--- src/rtl/pipe_ctrl_unit.sv ---
// Pipelined MIPS control unit: decodes the ID opcode, carries the control bundle through
// ID/EX, EX/MEM and MEM/WB, detects load-use hazards and inserts bubbles on stall/branch.
module pipe_ctrl_unit #(
  parameter int REG_ADDR_W = 5,
  parameter bit ENABLE_EXT = 1'b1,
  parameter int CNT_W      = 16
) (
  input  logic                  clk,
  input  logic                  rst,
  input  logic                  id_valid,
  input  logic [5:0]            id_opcode,
  input  logic [REG_ADDR_W-1:0] id_rs,
  input  logic [REG_ADDR_W-1:0] id_rt,
  input  logic                  ex_branch_taken,
  output logic                  stall,
  output logic                  ifid_flush,
  output logic                  id_jump,
  output logic                  id_link,
  output logic [1:0]            ex_reg_dst,
  output logic                  ex_alu_src,
  output logic [2:0]            ex_alu_op,
  output logic                  ex_branch,
  output logic                  ex_branch_ne,
  output logic                  mem_read,
  output logic                  mem_write,
  output logic                  wb_reg_write,
  output logic                  wb_mem_to_reg,
  output logic                  wb_link,
  output logic                  illegal_op,
  output logic [CNT_W-1:0]      stall_cnt,
  output logic [CNT_W-1:0]      flush_cnt
);

  localparam logic [5:0] OP_R    = 6'b000000;
  localparam logic [5:0] OP_LW   = 6'b100011;
  localparam logic [5:0] OP_SW   = 6'b101011;
  localparam logic [5:0] OP_BEQ  = 6'b000100;
  localparam logic [5:0] OP_J    = 6'b000010;
  localparam logic [5:0] OP_BNE  = 6'b000101;
  localparam logic [5:0] OP_ADDI = 6'b001000;
  localparam logic [5:0] OP_ANDI = 6'b001100;
  localparam logic [5:0] OP_ORI  = 6'b001101;
  localparam logic [5:0] OP_SLTI = 6'b001010;
  localparam logic [5:0] OP_JAL  = 6'b000011;

  typedef struct packed {
    logic [1:0] reg_dst;
    logic       alu_src;
    logic [2:0] alu_op;
    logic       branch;
    logic       branch_ne;
    logic       mem_read;
    logic       mem_write;
    logic       reg_write;
    logic       mem_to_reg;
    logic       link;
  } ctrl_t;

  ctrl_t                 dec_ctrl;
  logic                  dec_jump, dec_legal, dec_uses_rt;
  ctrl_t                 ex_ctrl_reg, ex_ctrl_next;
  logic [REG_ADDR_W-1:0] ex_rt_reg, ex_rt_next;
  logic                  mem_read_reg, mem_write_reg, mem_reg_write_reg, mem_mem_to_reg_reg, mem_link_reg;
  logic                  wb_reg_write_reg, wb_mem_to_reg_reg, wb_link_reg;
  logic                  illegal_reg, illegal_next;
  logic                  hazard, bubble;
  logic [1:0]            cnt_evt;
  logic [CNT_W-1:0]      cnt_reg [2];

  always_comb begin
    dec_ctrl    = '0;
    dec_jump    = 1'b0;
    dec_legal   = 1'b1;
    dec_uses_rt = 1'b0;
    case (id_opcode)
      OP_R:   begin dec_ctrl.reg_dst = 2'b01; dec_ctrl.alu_op = 3'b010; dec_ctrl.reg_write = 1'b1; dec_uses_rt = 1'b1; end
      OP_LW:  begin dec_ctrl.alu_src = 1'b1; dec_ctrl.mem_read = 1'b1; dec_ctrl.reg_write = 1'b1; dec_ctrl.mem_to_reg = 1'b1; end
      OP_SW:  begin dec_ctrl.alu_src = 1'b1; dec_ctrl.mem_write = 1'b1; dec_uses_rt = 1'b1; end
      OP_BEQ: begin dec_ctrl.alu_op = 3'b001; dec_ctrl.branch = 1'b1; dec_uses_rt = 1'b1; end
      OP_J:   dec_jump = 1'b1;
      OP_BNE:  if (ENABLE_EXT) begin dec_ctrl.alu_op = 3'b001; dec_ctrl.branch_ne = 1'b1; dec_uses_rt = 1'b1; end
               else dec_legal = 1'b0;
      OP_ADDI: if (ENABLE_EXT) begin dec_ctrl.alu_src = 1'b1; dec_ctrl.reg_write = 1'b1; end
               else dec_legal = 1'b0;
      OP_ANDI: if (ENABLE_EXT) begin dec_ctrl.alu_src = 1'b1; dec_ctrl.alu_op = 3'b011; dec_ctrl.reg_write = 1'b1; end
               else dec_legal = 1'b0;
      OP_ORI:  if (ENABLE_EXT) begin dec_ctrl.alu_src = 1'b1; dec_ctrl.alu_op = 3'b100; dec_ctrl.reg_write = 1'b1; end
               else dec_legal = 1'b0;
      OP_SLTI: if (ENABLE_EXT) begin dec_ctrl.alu_src = 1'b1; dec_ctrl.alu_op = 3'b101; dec_ctrl.reg_write = 1'b1; end
               else dec_legal = 1'b0;
      OP_JAL:  if (ENABLE_EXT) begin dec_ctrl.reg_dst = 2'b10; dec_ctrl.reg_write = 1'b1; dec_ctrl.link = 1'b1; dec_jump = 1'b1; end
               else dec_legal = 1'b0;
      default: dec_legal = 1'b0;
    endcase
  end

  // A taken branch squashes the ID instruction, so it overrides any load-use stall.
  assign hazard = ex_ctrl_reg.mem_read && (ex_rt_reg != '0) && id_valid &&
                  ((ex_rt_reg == id_rs) || (dec_uses_rt && (ex_rt_reg == id_rt)));
  assign stall      = hazard && !ex_branch_taken;
  assign id_jump    = id_valid && !stall && dec_jump;
  assign id_link    = id_valid && !stall && dec_ctrl.link;
  assign ifid_flush = ex_branch_taken || id_jump;
  assign bubble     = stall || ex_branch_taken || !id_valid;

  always_comb begin
    ex_ctrl_next = bubble ? '0 : dec_ctrl;
    ex_rt_next   = bubble ? '0 : id_rt;
    illegal_next = id_valid && !dec_legal && !stall && !ex_branch_taken;
  end

  always_ff @(posedge clk) begin
    if (rst) begin
      ex_ctrl_reg        <= '0;
      ex_rt_reg          <= '0;
      mem_read_reg       <= 1'b0;
      mem_write_reg      <= 1'b0;
      mem_reg_write_reg  <= 1'b0;
      mem_mem_to_reg_reg <= 1'b0;
      mem_link_reg       <= 1'b0;
      wb_reg_write_reg   <= 1'b0;
      wb_mem_to_reg_reg  <= 1'b0;
      wb_link_reg        <= 1'b0;
      illegal_reg        <= 1'b0;
    end else begin
      ex_ctrl_reg        <= ex_ctrl_next;
      ex_rt_reg          <= ex_rt_next;
      mem_read_reg       <= ex_ctrl_reg.mem_read;
      mem_write_reg      <= ex_ctrl_reg.mem_write;
      mem_reg_write_reg  <= ex_ctrl_reg.reg_write;
      mem_mem_to_reg_reg <= ex_ctrl_reg.mem_to_reg;
      mem_link_reg       <= ex_ctrl_reg.link;
      wb_reg_write_reg   <= mem_reg_write_reg;
      wb_mem_to_reg_reg  <= mem_mem_to_reg_reg;
      wb_link_reg        <= mem_link_reg;
      illegal_reg        <= illegal_next;
    end
  end

  // Saturating performance counters: index 0 counts stalls, index 1 counts flushes.
  assign cnt_evt = {ifid_flush, stall};

  generate
    for (genvar gi = 0; gi < 2; gi++) begin : g_cnt
      always_ff @(posedge clk) begin
        if (rst)
          cnt_reg[gi] <= '0;
        else if (cnt_evt[gi] && (cnt_reg[gi] != '1))
          cnt_reg[gi] <= cnt_reg[gi] + CNT_W'(1);
      end
    end
  endgenerate

  assign ex_reg_dst    = ex_ctrl_reg.reg_dst;
  assign ex_alu_src    = ex_ctrl_reg.alu_src;
  assign ex_alu_op     = ex_ctrl_reg.alu_op;
  assign ex_branch     = ex_ctrl_reg.branch;
  assign ex_branch_ne  = ex_ctrl_reg.branch_ne;
  assign mem_read      = mem_read_reg;
  assign mem_write     = mem_write_reg;
  assign wb_reg_write  = wb_reg_write_reg;
  assign wb_mem_to_reg = wb_mem_to_reg_reg;
  assign wb_link       = wb_link_reg;
  assign illegal_op    = illegal_reg;
  assign stall_cnt     = cnt_reg[0];
  assign flush_cnt     = cnt_reg[1];

endmodule

--- config.mk ---
export PLATFORM = sky130hd
export DESIGN_NAME = pipe_ctrl_unit
export DESIGN_NICKNAME = d
export VERILOG_FILES = /design/src/rtl/pipe_ctrl_unit.sv
export SDC_FILE = /design/constraint.sdc
export NUM_CORES = 1
export LEC_CHECK = 0
export ABC_AREA = 1
export BUFFER_PORTS_ARGS = -buffer_cell sky130_fd_sc_hd__buf_2
export CAP_MARGIN = 30
export CORE_MARGIN = 3
export CORE_UTILIZATION = 35
export CTS_BUF_LIST = sky130_fd_sc_hd__clkbuf_8
export DETAILED_ROUTE_END_ITERATION = 6
export GPL_ROUTABILITY_DRIVEN = 0
export PLACE_DENSITY = 0.54
export SYNTH_ARGS = -nofsm -noshare
export SYNTH_HDL_FRONTEND = slang
export SYNTH_SLANG_ARGS = --single-unit
--- constraint.sdc ---
create_clock -name clk -period 2.1 [get_ports clk]
set_input_delay 0.42 -clock clk [delete_from_list [all_inputs] [get_ports clk]]
set_output_delay 0.42 -clock clk [all_outputs]
set_load 0.05 [all_outputs]
**After elaboration in Yosys (flattened, before gate mapping)**

Memory sizes are Yosys's and may differ from the RTL's.
Cells that the tools add are included.

- Add/subtract/negate cells: 2
- Multipliers: 0
- Div/mod/pow operators: 0
- Magnitude comparators: 0
- Eq/ne operators: 14
- Shifts and indexed selects: 0
- Multiplexer cells: 22
- Bitwise gates (word level): 2
- Reduce and logical (&&, ||, !) cells: 30

Operators by type and width:

| operator | number |
|---|---|
| $add A16 B1 Y16 const B | 2 |
| $mux W16 | 2 |
| $ne A16 B16 Y1 const B | 2 |
| $eq A6 B4 Y1 const B | 4 |
| $mux W1 | 18 |
| $pmux W3 S5 | 1 |
| $logic_and A1 B1 Y1 | 13 |
| $eq A6 B2 Y1 const B | 2 |
| $eq A6 B3 Y1 const B | 2 |
| $eq A6 B6 Y1 const B | 2 |
| $reduce_or A11 Y1 | 1 |
| $eq A5 B5 Y1 | 2 |
| $reduce_or A7 Y1 | 1 |
| $logic_not A6 Y1 | 1 |
| $reduce_or A2 Y1 | 3 |
| $reduce_or A6 Y1 | 1 |
| $reduce_bool A5 Y1 | 1 |
| $logic_not A1 Y1 | 4 |
| $logic_or A1 B1 Y1 | 4 |
| $pmux W2 S2 | 1 |
| $reduce_or A4 Y1 | 1 |
| $or A1 B1 Y1 | 2 |

- Bits in registers: 25
- Latch bits: 0
- RAM bits: 32
- Bits in read-only memories: 0
- Memories: 1

Memory list:

| memory | words | width | read ports | clocked after Yosys merged registers in | wr ports | line | text |
|---|---|---|---|---|---|---|---|
| cnt_reg | 2 | 16 | 2 | 0 | 2 | 68 | `logic [CNT_W-1:0] cnt_reg [2];` |

**Logic depth before layout (Yosys ltp)**

Gate-level depths: netlist (run 1).

- Word-level depth: 16
- Depth in mapped cells: 14
- Mapped depth without buffers: 13

**Least setup slack after synthesis (run 1)**

Ideal clock, no wire load.

- Kind: flip-flop to flip-flop
- From: memory cnt_reg[0][0]
- To: memory cnt_reg[0][0] (enable)
- Setup time: 0.362 ns
- Arrival time: 2.252 ns
- Data required time: 1.738 ns
- Slack: -0.514 ns
- Cell stages (with the launch flop): 8
- Period minus slack after synthesis: 2.614 ns
- Cells stage by stage: edfxtp_1 > ha_1 > nand3_1 > nor3_2 > nand3_1 > o21ai_4 > buf_6 > nand2_1

RTL lines:

| what | line |
|---|---|
| start, declared | 68 |

**Worst setup path after layout (run 1)**

- From: register ex_rt_reg[1]
- To: output ifid_flush

- Cells in the longest elaborated chain, start to end: 9
- Elaborated cells between the ends (all ways): 13
- Classes of those cells: eq/ne: 2; reduce/logical: 11

RTL lines:

| what | line | text |
|---|---|---|
| start, declared | 62 | `logic [REG_ADDR_W-1:0] ex_rt_reg, ex_rt_next;` |
| start signal, assigned | 127 | `ex_rt_reg <= ex_rt_next;` |
| $eq A5 B5 Y1 / $reduce_bool A5 Y1 (equally long branches) | 99, 98 |  |
| $logic_and A1 B1 Y1, on equally long branches | 99, 98 |  |
| $logic_or A1 B1 Y1 / $logic_and A1 B1 Y1 (equally long branches) | 99, 98 |  |
| $logic_and A1 B1 Y1 * | 98 | `assign hazard = ex_ctrl_reg.mem_read && (ex_rt_reg != '0) && id_valid &&` |
| $logic_and A1 B1 Y1 * | 100 | `assign stall = hazard && !ex_branch_taken;` |
| $logic_not A1 Y1 * | 101 | `assign id_jump = id_valid && !stall && dec_jump;` |
| $logic_and A1 B1 Y1 * (2 in a row) | 101 |  |
| $logic_or A1 B1 Y1 * | 103 | `assign ifid_flush = ex_branch_taken \|\| id_jump;` |
| end, declared | 16 | `output logic ifid_flush,` |

Every way passes the cells marked *; elsewhere a longest branch is shown, timed or not.

==> impl_metrics.tcl, run 1 <==
set metrics [dict create \
    status "finished clean" \
    tightestPinTransition_ns 0.407 \
    n_fill_cell 771 \
    critPathArrivalTime_ns 1.65 \
    finalClockSkew_ns 0.0176 \
    worstSetupPathType "reg -> out" \
    first_pass_iters 4 \
    startpoint_type "flip-flop" \
    worstHoldPathCells 3 \
    die_width_um 97.2 \
    dr.first_iter.drc_count 77 \
    whs_ns 0.325 \
    die_h_um 97.2 \
    port_buffers 69 \
    diodes 0 \
    area_delta_synth_final_pct 32.4 \
    utilization_pct 48.8 \
    antenna_found_initial 0 \
    route.detailed.drc 0 \
    clk_pin_slew_ns 0.06 \
    wl_mm 6.42 \
    ys_seq_area_share_pct 50.2 \
    h-tree-depth 3 \
    rsz0062_at_grt "yes" \
    grt_first_pass_wirelength_mm 10.9 \
    numCtsBuffers 9 \
    r2r_slack_ns 0.15 \
    worstPathMaxFanout 4 \
    vias_per_cell 4.53 \
    powerDensity_nw_per_um2 734 \
    setup_viol 0 \
    synth.area.top_cells "edfxtp_1 33%, dfxtp_1 17%, nor2_1 7.2%, inv_1 6.3%, nand2_1 6.2%" \
    layout-drive-gt1-share_pct 34.8 \
    synth_warnings 0 \
    post-route-period-util_pct 98.5 \
    dp_slack_ns 0.00475 \
    avgSynthCellArea_sq_um 8.98 \
    slew-limit-headroom_pct 72.8 \
    cp_slowest_stage_delay_ns 0.36 \
    rows 32 \
    hold_path_startpoint "id_rt[2]" \
    ir_worst_vdd_mv 0.314 \
    ant_nets 0 \
    hold_viol 0 \
    cp.required_ns 1.68 \
    largest_reg_flops 32 \
    synth_ff_type "edfxtp_1" \
    crit_buf_inv 1 \
    syn-num-nets 346 \
    hpwl_mm 4.72 \
    crit_family "simple AND/OR/NAND/NOR gates" \
    grt_overflow 0 \
    cts_buffer_depth 2 \
    cts_tree "yes" \
    synth_top_area_cell "edfxtp_1" \
    start_util_pct 36.9 \
    final_nets 434 \
    syn-cell-area_sq_um 2910 \
    synth_commonest_cells "56 x nor2_1, 49 x inv_1, 48 x nand2_1, 32 x edfxtp_1, 25 x dfxtp_1" \
    finalWorstPathRequiredPeriod_ns 2.07 \
    clkSinkCount 57 \
    worst_slack_ns 0.0313 \
    dr_total_vias 2350 \
    reg2reg_to "cnt_reg[1][2]$_SDFFCE_PN0P_" \
    core_sq_um 7890 \
    first_global_vias 2357 \
    syn_inst 324 \
    min_path_type "in -> reg" \
    p_leak_nw 1.69 \
    reg2reg_depth 11 \
    synth_top_area_share_pct 33.0 \
    die_area_sq_um 9440 \
    cts_root_buf "clkbuf_8" \
    cpMaxStageDelayCell "dfxtp_4" \
    hold_end "ex_rt_reg[2]$_SDFF_PP0_" \
    cap_violations 0 \
    worstPathCellList "or2_4 -> a21oi_2 -> nand4_1 -> nand2_2 -> nand3_4 -> nand2_4 -> nand2_4 -> buf_8" \
    finalMaxSlewViolations 0 \
    synth-seq-cells 57 \
    power.total_mw 2.83 \
    drt-wirelength-per-cell_um 12.4 \
    synth.most_common_cell "nor2_1" \
    io_pins 70 \
    clock_latency_ns 0.34 \
    ys_types 33 \
    grt_max_degree 24 \
    path_common_cell "nand2_4" \
    clock.fmax_mhz 483 \
    endpoint_kind "output pin" \
    rr_startpoint "ex_rt_reg[1]$_SDFF_PP0_" \
    synth_edf_count 32 \
    async_flop_share_pct 0 \
    grt_use_total_pct 14.2 \
]
## cell usage in the layout (no fill, tap or decap), types with 5 or more instances in the layout
cell and n:
buf_2 65, buf_4 17, clkbuf_8 9, dfxtp_1 23, edfxtp_1 32, inv_1 46
nand2_1 41, nand2_2 6, nand3_1 15, nand4_1 5, nor2_1 55, nor3_1 11
nor3_2 10, xnor2_1 14, xor2_1 16
## tightest hold or removal path, delay by kind of cell
kind | cells | cell delay (ns)
AND/OR/NAND/NOR | 1 | 0.03
buffers and inverters | 2 | 0.15
## kinds of logic after synthesis
| logic type | Yosys count | synth area share, % |
|---|---|---|
| and+or+nand+nor | 165 | 28.3 |
| buffers and inverters | 60 | 9.12 |
| DFF | 57 | 50.2 |
| xor gates and xnor gates | 30 | 9.03 |
| AOI/OAI and AO/OA | 10 | 2.45 |
| adders and majority gates | 2 | 0.860 |
## worst max-delay path by stage
stage | start | endpoint | slack [ns] | cells past startpoint
after CTS | ex_rt_reg[1]$_SDFF_PP0_ | ifid_flush | 0.001 | 8
after global placement | id_rs[1] | ifid_flush | 0.06 | 9
after floorplan | cnt_reg[1][0]$_SDFFCE_PN0P_ | cnt_reg[1][11]$_SDFFCE_PN0P_ | -0.24 | 11
final | ex_rt_reg[1]$_SDFF_PP0_ | ifid_flush | 0.03 | 8
after global routing | ex_rt_reg[1]$_SDFF_PP0_ | ifid_flush | -0.09 | 11
after detailed placement | id_rs[1] | cnt_reg[1][2]$_SDFFCE_PN0P_ | 0.005 | 11
## what timing repair did
action,CTS,global route
hold buffers,0,0
pin swaps,4,9
resized for setup,15,14
buffers inserted,1,2
cloned,0,0
endpoints found under the setup margin,4,36
## power by group
part / internal [mW] / switching, mW
combinational: 0.108 / 0.248
clock: 0.776 / 0.440
sequential: 1.22 / 0.0409
total: 2.10 / 0.729
## cell type report
class                   instances  area (sq um)  area share, %
flip-flops and latches         57          1470           38.1
well taps                     102           128           3.31
clock buffers                   9           124           3.22
clock inverters                 7           109           2.83
multi-input cells             207          1310           34.0
repair buffers                 87           526           13.6
inverters                      50           191           4.97
## stage by stage
stage / TNS, ns / cell area (sq um) / instances
floorplan: -7.49 / 2990 / 324
global placement: 0 / 3500 / 500
detailed placement: 0 / 3500 / 500
CTS: 0 / 3790 / 517
global route: -0.316 / 3850 / 519
finish: 0 / 3850 / 519
## layer usage
layer / wire length [um] / track usage (%) / up-vias / share of wire, %
li1: - / - / 1207 / -
met1: 2930 / 17.6 / 1067 / 46
met3: 439 / 4.81 / 14 / 6.8
met4: 135 / 6.05 / 0 / 2.1
met2: 2920 / 22.6 / 62 / 45
met5: 0 / 0 / - / 0
Note: power is estimated with default switching activity, not from simulation.
==> run 2: changes to the inputs <==
PLACE_DENSITY = not set   (was 0.54)
==> impl_metrics.tcl, run 2 (synthesis results as in run 1) <==
set metrics [dict create \
    startpoint_type "flip-flop" \
    clk_pin_slew_ns 0.06 \
    hpwl_mm 4.69 \
    die_width_um 97.2 \
    h-tree-depth 3 \
    powerDensity_nw_per_um2 640 \
    cts_tree "yes" \
    cts_hold_buf 0 \
    grt_use_met1_pct 17.8 \
    rows 32 \
    post-route-period-util_pct 99.7 \
    drt-wirelength-per-cell_um 12.5 \
    finalMaxSlewViolations 0 \
    ir_worst_vdd_mv 0.383 \
    finish.instance_area_sq_um 3950 \
    tightestPinTransition_ns 0.408 \
    worstPathCellList "or2_4 -> a21oi_2 -> nand4_1 -> nand2_2 -> nand3_4 -> nand2_4 -> nand2_4 -> buf_8" \
    first_global_vias 2273 \
    power.total_mw 2.53 \
    finalClockSkew_ns 0.0125 \
    die_h_um 97.2 \
    cap_violations 0 \
    die_area_sq_um 9440 \
    utilization_pct 50.1 \
    cpMaxStageDelayCell "dfxtp_4" \
    first_pass_iters 5 \
    instances_no_fill 535 \
    io_pins 70 \
    layout-drive-gt1-share_pct 37.2 \
    r2r_slack_ns 0.03 \
    grt_first_pass_wirelength_mm 10.7 \
    layout_commonest_cell "buf_2" \
    worstSetupPathType "reg -> out" \
    diodes 0 \
    slew-limit-headroom_pct 72.7 \
    top_usage_layer "met2" \
    worstPathMaxFanout 4 \
    final_nets 450 \
    whs_ns 0.322 \
    clock_latency_ns 0.33 \
    ant_nets 0 \
    core_sq_um 7890 \
    grtUsageMet2_pct 22.6 \
    use_met3_pct 2.73 \
    clock.fmax_mhz 478 \
    vias_per_cell 4.49 \
    min_path_type "in -> reg" \
    critPathArrivalTime_ns 1.67 \
    area_delta_synth_final_pct 35.7 \
    status "finished clean" \
    dp.cells 505 \
    finalWorstPathRequiredPeriod_ns 2.09 \
    wl_mm 6.69 \
    endpoint_kind "output pin" \
    clkSinkCount 57 \
    rsz0062_at_grt "yes" \
    grt_overflow 0 \
    path_common_cell "nand2_4" \
    port_buffers 69 \
    grt_use_total_pct 13.9 \
    route.detailed.drc 0 \
    post_dp_cell_area_sq_um 3540 \
    setup_viol 0 \
    largest_reg_flops 32 \
    numCtsBuffers 9 \
    dr.first_iter.drc_count 84 \
    grt_max_degree 24 \
    cp_slowest_stage_delay_ns 0.36 \
    antenna_found_initial 0 \
    p_leak_nw 1.77 \
    cts_buffer_depth 2 \
    hold_viol 0 \
    cp.required_ns 1.68 \
    dr_total_vias 2401 \
    cts_root_buf "clkbuf_8" \
    start_util_pct 36.9 \
    layout.cells.most_common_list "65 x buf_2, 54 x nor2_1, 49 x inv_1" \
]
## run 2: metrics by stage
step	setup WS, ns	setup TNS (ns)
2_1_floorplan	-0.239	-7.49
3_3_place_gp	0.0457	0
3_5_place_dp	-0.0211	-0.158
4_1_cts	-0.00588	-0.00588
5_1_grt	-0.119	-1.17
6_report	0.00627	0
## run 2: final cells by class
cell class,instances,area (sq um)
Fill cell,749,3940
Multi-Input combinational cell,208,1330
Inverter,50,189
Sequential cell,57,1470
Timing Repair Buffer,102,658
Clock buffer,11,151
Tap cell,102,128
Clock inverter,5,22.5
## run 2: path summary, 6_finish.rpt
check	from	endpoint	cells after the start
max	ex_rt_reg[1]$_SDFF_PP0_	ifid_flush	8
min	id_rt[2]	ex_rt_reg[2]$_SDFF_PP0_	3
max reg2reg	ex_rt_reg[1]$_SDFF_PP0_	ex_alu_op[0]$_SDFF_PP0_	18
min reg2reg	mem_reg_write_reg$_SDFF_PP0_	wb_reg_write$_SDFF_PP0_	2
## run 2: layer usage
layer | vias to the layer above | wire length (um)
li1 | 1247 | -
met3 | 15 | 293
met5 | - | 0
met1 | 1084 | 3050
met4 | 0 | 163
met2 | 55 | 3180
## run 2: critical path: cells and delay by family, from the launching register on
family | cells | cell delay, ns
AND/OR/NAND/NOR | 6 | 0.72
flip-flops | 1 | 0.36
buffers and inverters | 1 | 0.15
AO/OA/AOI/OAI | 1 | 0.13
## run 2: repair_timing
| action | 4_1_cts | 5_1_grt |
|---|---|---|
| setup buffers | 7 | 6 |
| setup endpoints to repair | 4 | 73 |
| cloned | 0 | 1 |
| resized for setup | 14 | 17 |
| pin swaps | 4 | 8 |
| hold endpoints to repair | 0 | 0 |
## run 2: where the power goes
part / total, mW / switching (mW) / internal (mW)
sequential: 1.25 / 0.0380 / 1.22
clock: 0.902 / 0.424 / 0.478
combinational: 0.373 / 0.257 / 0.116
